[src/rtl/ball_motion_ctrl.sv]
// Ball position/velocity FSM updated once per frame, plus 20x20 sprite render with 1-clk pixel latency.
// No backpressure: motion advances only on vsync rising edges, and the render path runs every cycle.
module ball_motion_ctrl #(
  parameter int          H_ACT        = 640,
  parameter int          V_ACT        = 480,
  parameter int          BALL_SIZE    = 20,
  parameter int          SPEED        = 2,
  parameter int          SERVE_FRAMES = 60,
  parameter int          PADDLE_H     = 80,
  parameter logic [15:0] KEY_COLOR    = 16'h0000
) (
  input  logic        clk,
  input  logic        reset,
  input  logic        vsync,
  input  logic        DE,
  input  logic [9:0]  x_pixel,
  input  logic [9:0]  y_pixel,
  input  logic        start,
  input  logic        serve_dir,
  input  logic [9:0]  paddle_y,
  output logic [9:0]  rom_x_offset,
  output logic [9:0]  rom_y_offset,
  input  logic [15:0] rom_pixel,
  output logic [15:0] ball_pixel,
  output logic        ball_en,
  output logic [9:0]  ball_x,
  output logic [9:0]  ball_y,
  output logic        miss,
  output logic [1:0]  state_o
);

  typedef enum logic [1:0] {S_IDLE = 2'd0, S_SERVE = 2'd1, S_MOVE = 2'd2, S_MISS = 2'd3} state_t;

  localparam logic [9:0]         CX    = 10'((H_ACT - BALL_SIZE) / 2);
  localparam logic [9:0]         CY    = 10'((V_ACT - BALL_SIZE) / 2);
  localparam logic signed [10:0] X_MAX = 11'(H_ACT - BALL_SIZE);
  localparam logic signed [10:0] Y_MAX = 11'(V_ACT - BALL_SIZE);
  localparam logic signed [10:0] SPD   = 11'(SPEED);
  localparam logic signed [10:0] ZERO  = 11'sd0;
  localparam logic [7:0]         SF    = 8'(SERVE_FRAMES);

  state_t             state;
  logic               vsync_d;
  logic               tick;
  logic [7:0]         cnt;
  logic signed [10:0] dx, dy;
  logic signed [10:0] nx, ny;
  logic               hit;
  logic [10:0]        x_end, y_end;
  logic               in_box;

  assign tick    = vsync & ~vsync_d;
  assign state_o = state;

  assign nx = $signed({1'b0, ball_x}) + dx;
  assign ny = $signed({1'b0, ball_y}) + dy;

  // Paddle overlap uses the pre-move row so a grazing ball is judged where it was drawn.
  assign hit = (({1'b0, ball_y} + 11'(BALL_SIZE)) > {1'b0, paddle_y}) &&
               ({1'b0, ball_y} < ({1'b0, paddle_y} + 11'(PADDLE_H)));

  assign x_end  = {1'b0, ball_x} + 11'(BALL_SIZE);
  assign y_end  = {1'b0, ball_y} + 11'(BALL_SIZE);
  assign in_box = DE && (x_pixel >= ball_x) && ({1'b0, x_pixel} < x_end) &&
                  (y_pixel >= ball_y) && ({1'b0, y_pixel} < y_end);

  assign rom_x_offset = in_box ? (x_pixel - ball_x) : 10'd0;
  assign rom_y_offset = in_box ? (y_pixel - ball_y) : 10'd0;

  always_ff @(posedge clk) begin
    if (reset) begin
      state      <= S_IDLE;
      vsync_d    <= 1'b0;
      cnt        <= 8'd0;
      ball_x     <= CX;
      ball_y     <= CY;
      dx         <= ZERO;
      dy         <= ZERO;
      miss       <= 1'b0;
      ball_pixel <= 16'h0000;
      ball_en    <= 1'b0;
    end else begin
      vsync_d    <= vsync;
      miss       <= 1'b0;
      ball_pixel <= in_box ? rom_pixel : 16'h0000;
      ball_en    <= in_box && (rom_pixel != KEY_COLOR);

      case (state)
        S_IDLE: begin
          ball_x <= CX;
          ball_y <= CY;
          dx     <= ZERO;
          dy     <= ZERO;
          if (start) begin
            state <= S_SERVE;
            cnt   <= SF;
          end
        end

        S_SERVE: begin
          ball_x <= CX;
          ball_y <= CY;
          if (tick) begin
            if (cnt == 8'd1) begin
              state <= S_MOVE;
              dx    <= serve_dir ? SPD : -SPD;
              dy    <= SPD;
            end else begin
              cnt <= cnt - 8'd1;
            end
          end
        end

        S_MOVE: begin
          if (tick) begin
            if (ny <= ZERO) begin
              ball_y <= 10'd0;
              dy     <= SPD;
            end else if (ny >= Y_MAX) begin
              ball_y <= Y_MAX[9:0];
              dy     <= -SPD;
            end else begin
              ball_y <= ny[9:0];
            end

            // Miss branch comes last so its recentre overrides the row update above.
            if (nx >= X_MAX) begin
              ball_x <= X_MAX[9:0];
              dx     <= -SPD;
            end else if (nx <= ZERO) begin
              if (hit) begin
                ball_x <= 10'd0;
                dx     <= SPD;
              end else begin
                state  <= S_MISS;
                miss   <= 1'b1;
                ball_x <= CX;
                ball_y <= CY;
                dx     <= ZERO;
                dy     <= ZERO;
                cnt    <= SF;
              end
            end else begin
              ball_x <= nx[9:0];
            end
          end
        end

        S_MISS: begin
          state  <= S_SERVE;
          ball_x <= CX;
          ball_y <= CY;
          dx     <= ZERO;
          dy     <= ZERO;
          cnt    <= SF;
        end

        default: state <= S_IDLE;
      endcase
    end
  end

endmodule

[config.mk]
export PLATFORM = sky130hd
export DESIGN_NAME = ball_motion_ctrl
export DESIGN_NICKNAME = d
export VERILOG_FILES = /design/src/rtl/ball_motion_ctrl.sv
export SDC_FILE = /design/constraint.sdc
export NUM_CORES = 1
export LEC_CHECK = 0
export CORE_ASPECT_RATIO = 0.6
export CORE_UTILIZATION = 40
export CTS_BUF_LIST = sky130_fd_sc_hd__clkbuf_2 sky130_fd_sc_hd__clkbuf_4 sky130_fd_sc_hd__clkbuf_8
export CTS_CLUSTER_DIAMETER = 30
export DETAILED_ROUTE_END_ITERATION = 12
export GPL_ROUTABILITY_DRIVEN = 0
export SLEW_MARGIN = 20
export SYNTH_ARGS = -nofsm -noshare
export SYNTH_HDL_FRONTEND = slang
export SYNTH_SLANG_ARGS = --single-unit
[constraint.sdc]
create_clock -name clk -period 5.27 [get_ports clk]
set_input_delay 0.7905 -clock clk [delete_from_list [all_inputs] [get_ports clk]]
set_output_delay 0.7905 -clock clk [all_outputs]
set_load 0.02 [all_outputs]
# Word level (Yosys, flattened, before mapping)
# Index checks and enable logic that the tools add are counted.
[classes]
n_mux = 48
addsub = 8
mul = 0
bitwise_logic = 6
shifts = 0
div_mod_pow = 0
reduce_logical = 16
n_eq_ne = 13
order_cmp = 10
[ops]
columns = ["op", "n"]
rows = [
  ["11-bit two-way mux", 14],
  ["10-bit two-way mux", 11],
  ["11-bit one-hot mux with 3 select lines", 2],
  ["8-bit two-way mux", 7],
  ["10-bit one-hot mux with 2 select lines", 2],
  ["10-bit by 11-bit less-than comparator with 1-bit output", 3],
  ["8-bit one-hot mux with 4 select lines", 1],
  ["10-bit by 5-bit adder with 11-bit output (second input constant)", 2],
  ["11-bit adder", 2],
  ["11-bit by 1-bit <= comparator with 1-bit output (second input constant)", 2],
  ["10-bit >= comparator", 2],
  ["10-bit subtractor", 2],
  ["2-bit two-way mux", 8],
  ["2-bit inequality test (second input constant)", 8],
  ["16-bit nonzero test", 1],
  ["7-bit AND reduction", 2],
  ["10-bit by 7-bit adder with 11-bit output (second input constant)", 1],
  ["11-bit by 10-bit >= comparator with 1-bit output (second input constant)", 1],
  ["11-bit >= comparator (second input constant)", 1],
  ["11-bit by 10-bit > comparator with 1-bit output", 1],
  ["9-bit two-way mux", 1],
  ["8-bit by 1-bit == test with 1-bit output (second input constant)", 1],
  ["2-bit one-hot mux with 4 select lines", 1],
  ["8-bit by 1-bit subtractor with 8-bit output (second input constant)", 1],
  ["13 further kinds", 24],
]
[word_totals]
wordCells = 111
mem_bits_ro = 0
input_bits = 52
mem_count = 0
regBits = 71
out_inout_bits = 60
latch_bits = 0
mem_bits_rw = 0

# Logic depth before layout (Yosys ltp)
# Gate-level depths: netlist of run 1.
[logic_depth]
ltp_word = 9
mapped_depth = 14
mapped_depth_nobuf = 12

# Least setup slack after synthesis of run 1
# OpenSTA, ideal clock, no wires.
[synth_timing]
path_kind = "input to output"
from = "in x_pixel[2]"
to = "out rom_y_offset[7]"
arrival_ps = 3310
slack_ps = 1169
n_path_buf = 2
required_ps = 4479
path_stages = 11
path_cell_list = "ha_1 > a21o_1 > a21oi_1 > o21ai_0 > a2111oi_0 > o31ai_1 > o311ai_0 > or4_1 > buf_2 > buf_1 > nor3b_1"
[synth_between]
elab_chain_len = 6
elab_cells_between_ends = 7
classes_between = "order compare (2); mux (1); reduce/logical (4)"
[synth_rtl]
columns = ["item", "line", "rtl"]
rows = [
  ["from (decl)", "16", "input logic [9:0] x_pixel,"],
  ["10-bit >= comparator", "64", "assign in_box = DE && (x_pixel >= ball_x) && ({1'b0, x_pixel} < x_end) &&"],
  ["1-bit logical AND", "64", ""],
  ["1-bit logical AND * (2 in series)", "64", ""],
  ["1-bit logical AND *", "65", "(y_pixel >= ball_y) && ({1'b0, y_pixel} < y_end);"],
  ["10-bit two-way mux *", "68", "assign rom_y_offset = in_box ? (y_pixel - ball_y) : 10'd0;"],
  ["to (decl)", "22", "output logic [9:0] rom_y_offset,"],
]
# Mark *: on every way between the ends. The rest lies on a longest branch, timed or not.

# Final worst setup path of run 1
[layout_timing]
from = "in x_pixel[2]"
to = "out rom_y_offset[3]"
# Same word-level chain as after synthesis.

==> results of run 1 <==
==> per-stage QoR <==
step,util,cells
after global routing,0.522,1033
after CTS,0.522,1033
final,0.522,1033
after global placement,0.507,1017
after detailed placement,0.507,1017
after floorplan,-,728
==> cell type report <==
| cell class | count | area share |
|---|---|---|
| clock buffer | 13 | 0.0239 |
| clock inverter | 3 | 0.00589 |
| timing repair buffer | 113 | 0.155 |
| tap | 192 | 0.0332 |
| multi-input combinational | 585 | 0.578 |
| inverter | 66 | 0.0343 |
| sequential | 61 | 0.169 |
==> cell families after synthesis <==
logic type,synth area share
and+or+nand+nor,0.214
AOI/OAI and AO/OA,0.256
adders and majority gates,0.193
buffers and inverters,0.0579
DFF,0.213
xor gates and xnor gates,0.0550
muxes,0.00917
other,0.00131
==> registers in the layout, summed over array words and instances (netlist names) <==
signal / flops
ball_pixel: 16
ball_x: 9
miss: 1
cnt: 8
ball_en: 1
dy: 11
ball_y: 10
vsync_d: 1
state_o: 2
dx: 2
==> Yosys cell counts (all sizes together), types with 5 or more instances <==
library cell,number
a22oi,6
nor4,10
ha,82
o21a,14
a21o,12
a21oi,57
xor2,9
nand2,42
o2111ai,8
nor2b,9
xnor2,27
nand2b,8
nand3,15
inv,66
buf,9
nor2,68
o21ai,56
dfxtp,61
clkbuf,6
or4,5
nor3,29
a211oi,6
a31oi,8
nand4,6
o22ai,6
nor3b,22
or3,9
==> metal layers <==
metal  vias up  wire length, um  part of all wire
met3        11             1450             0.084
li1       2892                -                 -
met5         -                0                 0
met2       242             6720              0.39
met1      2703             9050              0.52
met4         0               78            0.0045
==> power by group <==
group | leakage (nW) | internal, mW | switching (mW)
sequential | 0.495 | 0.511 | 0.0693
combinational | 2.44 | 0.460 | 0.674
clock | 0.109 | 0.262 | 0.180
total | 3.05 | 1.23 | 0.923
==> worst max path at each step <==
stage | from | endpoint | slack (ns) | cells past startpoint
final | x_pixel[2] | rom_y_offset[3] | 0.23 | 12
after global routing | x_pixel[2] | rom_y_offset[3] | 0.02 | 12
after CTS | x_pixel[2] | rom_y_offset[3] | 0.24 | 12
after detailed placement | x_pixel[2] | rom_y_offset[3] | 0.25 | 12
after global placement | x_pixel[2] | rom_y_offset[7] | 0.44 | 12
after floorplan | x_pixel[2] | rom_y_offset[7] | 1.17 | 11
==> flow_metrics.py, run 1 <==
metrics = {
    "outcome": {
        "status": "finished, final reports clean",
    },
    "routing": {
        "drt_iter0_drc": 322,
        "routed_wl_um": 17300,
        "drc": 0,
        "drtAntennaViolNets": 0,
        "first_pass_iters": 5,
        "vias": 5848,
        "viasPerCell": 5.66,
        "wl_per_cell_um": 16.7,
    },
    "floorplanning": {
        "initial_core_util": 0.414,
        "die_w_um": 157,
        "die_h_um": 94.7,
        "core-area_um2": 13800,
        "rows": 33,
        "dieArea_um2": 14800,
        "io_pins": 112,
    },
    "finish": {
        "multi_input_area_um2": 4180,
        "fill_cells": 1341,
        "ff_latch_area_um2": 1220,
        "layout_common_cells": "clkdlybuf4s50_1 (110), ha_1 (82), nor2_1 (68), inv_1 (66), dfxtp_1 (61)",
        "design_area_um2": 7230,
        "syn2layout_area_growth_pct": 26.1,
        "final_layout_size_suffix_gt1_frac": 0.0476,
        "final_common_cell": "clkdlybuf4s50_1",
        "nets": 974,
        "diodes": 0,
    },
    "sta": {
        "hold_ws_ns": 0.481,
        "fin_tns_setup_ns": 0,
        "fin_ws_ns": 0.233,
        "hold_viol_final": 0,
        "slew-limit-headroom": 0.497,
        "fmax_ghz": 0.199,
        "tightest_slew_ns": 0.752,
        "fin_crit_ns": 5.04,
        "finalClockSkew_ns": 0.00967,
        "setup_viol": 0,
        "min_period_over_period": 0.956,
        "slew_viol_final": 0,
        "rsz0062_at_grt": "false",
    },
    "global_route": {
        "use_met3": 0.0532,
        "grt_pass1_wl_um": 28200,
        "grt_pass1_vias": 5466,
        "grt_max_degree": 49,
        "grt.total_usage": 0.243,
        "antenna_found_initial": 0,
        "gr-total-overflow": 0,
        "grt_busiest_layer": "met1",
        "met2_usage": 0.358,
        "met1_usage": 0.363,
    },
    "setup_path": {
        "crit_chain": "clkdlybuf4s50_1 -> ha_1 -> a21o_1 -> a21oi_1 -> o21ai_0 -> a2111oi_0 -> o31ai_1 -> o311ai_0 -> or4_1 -> buf_4 -> nor3_1 -> clkdlybuf4s50_1",
        "rr_worst_depth": 10,
        "worstPathRequired_ns": 4.48,
        "cp_top_family": "buffers and inverters",
        "crit_slowest_cell": "clkdlybuf4s50_1",
        "reg2reg_to": "state_o[0]",
        "cpPeakStageDelay_ns": 0.64,
        "path_class": "primary input to output pin",
        "rrSetupSlack_ns": 1.27,
        "crit_path_end_kind": "output pin",
        "critPathArrivalTime_ns": 4.25,
        "start_kind": "primary input",
        "r2r-start": "dx[9]",
        "cp_common_cell": "clkdlybuf4s50_1",
        "cp_max_fo": 20,
        "worst-path-buf-inv": 3,
    },
    "worst_hold_path": {
        "min_to": "dy[0]",
        "hp-class": "flop to flop",
        "hold_path.startpoint": "dy[0]",
        "holdPathStages": 1,
    },
    "power_and_ir_drop": {
        "total_power_mw": 2.16,
        "p_leak_nw": 3.05,
        "power_density_nw_per_um2": 298,
        "irDropWorstVdd_mv": 0.181,
    },
    "synth": {
        "synth_top_area_share": 0.213,
        "synthFlopType": "dfxtp_1",
        "syn_inst": 728,
        "synth_edf_count": 0,
        "syn_area_per_cell_um2": 7.87,
        "ys_ff_latch": 61,
        "yosysWarnings": 0,
        "netlist_area_um2": 5730,
        "synthTopCellsByArea": "dfxtp_1 (21%), ha_1 (18%), a21oi_1 (4.8%)",
        "synth_seq_area_share": 0.213,
        "synthesis.nets": 866,
        "yosys.area.top_type": "dfxtp_1",
        "synthArstFlopShare": 0,
        "synthDistinctLibCells": 78,
    },
    "clocking": {
        "cts.repair.resized": 0,
        "clock_latency_ns": 0.34,
        "cts_buffers": 9,
        "h-tree-depth": 3,
        "tritoncts": "yes",
        "cts_setup_buffers": 0,
        "clock-root-buffer": "clkbuf_8",
        "ctsHoldBuffers": 0,
        "cts_buffer_depth": 2,
        "cts_sinks": 61,
        "path_clk_slew_ns": 0.07,
    },
    "placement": {
        "place_ws_ns": 0.255,
        "dpl_cell_area_um2": 7010,
        "port_buffers": 110,
        "dp_hpwl_um": 14100,
    },
    "flow_run": {
        "maxCapViolCount": 0,
    },
}
No activity file was read; power rests on OpenSTA's default activity.
==> run 2: changes to the inputs <==
==> constraint.sdc (replaced) <==
create_clock -name clk -period 5.27 [get_ports clk]
set_input_delay 0.7905 -clock clk [delete_from_list [all_inputs] [get_ports clk]]
set_output_delay 0.7905 -clock clk [all_outputs]
set_load 0.1 [all_outputs]
==> run 2 against run 1 <==
  * Die area unchanged
  * Critical path type unchanged
  * Combinational power up 14%
  * Global-route usage down 0.29 points
  * Largest power group unchanged
  * Cell count about the same
  * Flip-flop and latch count unchanged
  * Non-clock buffer count unchanged
  * Worst hold slack better by 0.0016 ns
  * Worst setup slack better by 0.39 ns
==> flow_metrics.py, run 2 (same netlist as run 1, synthesis figures left out) <==
metrics = {
    "outcome": {
        "status": "finished, final reports clean",
    },
    "power_and_ir_drop": {
        "pwr-share-clk": 0.201,
        "total_power_mw": 2.34,
        "irDropWorstVdd_mv": 0.160,
        "p_int_mw": 1.26,
        "seqPwrFrac": 0.248,
        "p_leak_nw": 3.14,
        "p_comb_frac": 0.551,
        "power_density_nw_per_um2": 314,
        "p_switching_mw": 1.08,
        "p_sw_frac": 0.461,
    },
    "setup_path": {
        "rrSetupSlack_ns": 1.36,
        "crit_path_end_kind": "output pin",
        "critPathArrivalTime_ns": 3.86,
        "rr_worst_depth": 10,
        "cp_max_fo": 19,
        "worstPathRequired_ns": 4.48,
        "r2r-start": "dx[9]",
        "reg2reg_to": "state_o[0]",
        "path_class": "primary input to output pin",
        "start_kind": "primary input",
    },
    "finish": {
        "syn2layout_area_growth_pct": 30.3,
        "reg.largest.list": "ball_pixel (16), dy (11), ball_y (10)",
        "largest_register_ffs": 16,
        "final_common_cell": "clkdlybuf4s50_1",
        "layout_common_cells": "clkdlybuf4s50_1 (90), ha_1 (82), inv_1 (66), nor2_1 (64), dfxtp_1 (61)",
        "nets": 974,
        "stdcell_count": 1034,
        "final_layout_size_suffix_gt1_frac": 0.0820,
        "top_register": "ball_pixel",
        "design_area_um2": 7470,
    },
    "global_route": {
        "grt.total_usage": 0.240,
        "grt_max_degree": 49,
        "gr-total-overflow": 0,
        "grt_pass1_wl_um": 27900,
        "antenna_found_initial": 0,
        "grt_pass1_vias": 5369,
    },
    "sta": {
        "fin_crit_ns": 4.65,
        "fmax_ghz": 0.215,
        "hold_viol_final": 0,
        "finalClockSkew_ns": 0.0117,
        "slew_viol_final": 0,
        "rsz0062_at_grt": "false",
        "tightest_slew_ns": 1.01,
        "min_period_over_period": 0.882,
        "setup_viol": 0,
        "slew-limit-headroom": 0.325,
    },
    "floorplanning": {
        "rows": 33,
        "die_h_um": 94.7,
        "die_w_um": 157,
        "initial_core_util": 0.414,
        "io_pins": 112,
        "dieArea_um2": 14800,
        "core-area_um2": 13800,
    },
    "clocking": {
        "cts_sinks": 61,
        "clock-root-buffer": "clkbuf_8",
        "cts_buffer_depth": 2,
        "cts.repair.resized": 0,
        "path_clk_slew_ns": 0.07,
        "tritoncts": "yes",
        "clock_latency_ns": 0.34,
        "cts_buffers": 9,
        "ctsHoldBuffers": 0,
        "h-tree-depth": 3,
        "cts_setup_buffers": 0,
    },
    "placement": {
        "dp_hpwl_um": 14100,
        "port_buffers": 110,
        "dpl_cell_area_um2": 7250,
        "dp_cells": 1017,
    },
    "routing": {
        "drt_iter0_drc": 289,
        "vias": 5842,
        "first_pass_iters": 7,
        "wl_per_cell_um": 16.9,
        "drtAntennaViolNets": 0,
        "drc": 0,
        "routed_wl_um": 17500,
        "viasPerCell": 5.65,
    },
    "worst_hold_path": {
        "min_to": "dy[0]",
        "hp-class": "flop to flop",
        "hold_path.startpoint": "dy[0]",
        "holdPathStages": 1,
    },
    "flow_run": {
        "maxCapViolCount": 0,
    },
}
## run 2: cell count changes in the layout (fill, tap and decap cells not counted), sizes merged
| cell | delta |
|---|---|
| buf | +20 |
| bufinv | +1 |
| clkbuf | -1 |
| clkdlybuf4s50 | -20 |
| diode | +1 |
## run 2: worst max-delay path by stage
| stage | end | startpoint | slack (ns) | cells after the start |
|---|---|---|---|---|
| finish | rom_x_offset[7] | x_pixel[1] | 0.62 | 12 |
| global route | rom_x_offset[9] | x_pixel[1] | 0.34 | 12 |
| CTS | rom_x_offset[7] | x_pixel[1] | 0.63 | 12 |
| detailed placement | rom_y_offset[7] | x_pixel[2] | 0.66 | 12 |
| global placement | rom_y_offset[7] | y_pixel[0] | 0.73 | 15 |
| floorplan | rom_x_offset[2] | ball_x[2] | -0.11 | 12 |
## run 2: metrics by stage
step                      setup TNS, ns  hold WS, ns  worst slack [ns]   util
after floorplan                   -1.46        0.445            -0.114      -
after global placement                0        0.470             0.734  0.524
after detailed placement              0        0.474             0.657  0.524
after CTS                             0        0.484             0.634  0.540
after global routing                  0        0.504             0.339  0.540
final                                 0        0.483             0.620  0.540
## run 2: per-layer routing
metal  wire length (um)  global-route usage
met1               8960               0.356
met2               6870               0.346
met4                108              0.0498
met5                  0                   0
met3               1560              0.0578
## run 2: power by group through the flow
stage | clock network [mW] | registers (mW) | logic (mW)
after floorplan | 0 | 0.700 | 0.834
after global placement | 0 | 0.587 | 1.25
after detailed placement | 0 | 0.589 | 1.27
after CTS | 0.484 | 0.579 | 1.28
after global routing | 0.506 | 0.588 | 1.41
final | 0.472 | 0.581 | 1.29
## run 2: worst max-delay path: stages
cell             delay [ns]
clkdlybuf4s50_1        0.46
fa_1                   0.48
a21o_1                 0.18
a21oi_1                0.21
o21ai_0                0.13
a2111oi_0              0.58
o31ai_1                0.18
o311ai_0               0.10
or4_1                  0.18
buf_4                  0.26
nor2_1                 0.13
buf_12                 0.18
## run 2: layout make-up
type	count	area (um2)
Timing Repair Buffer	113	1320
Clock inverter	4	72.6
Inverter	66	248
Sequential cell	61	1220
Tap cell	192	240
Antenna cell	1	2.50
Multi-Input combinational cell	585	4210
Clock buffer	12	146
Fill cell	1269	6360
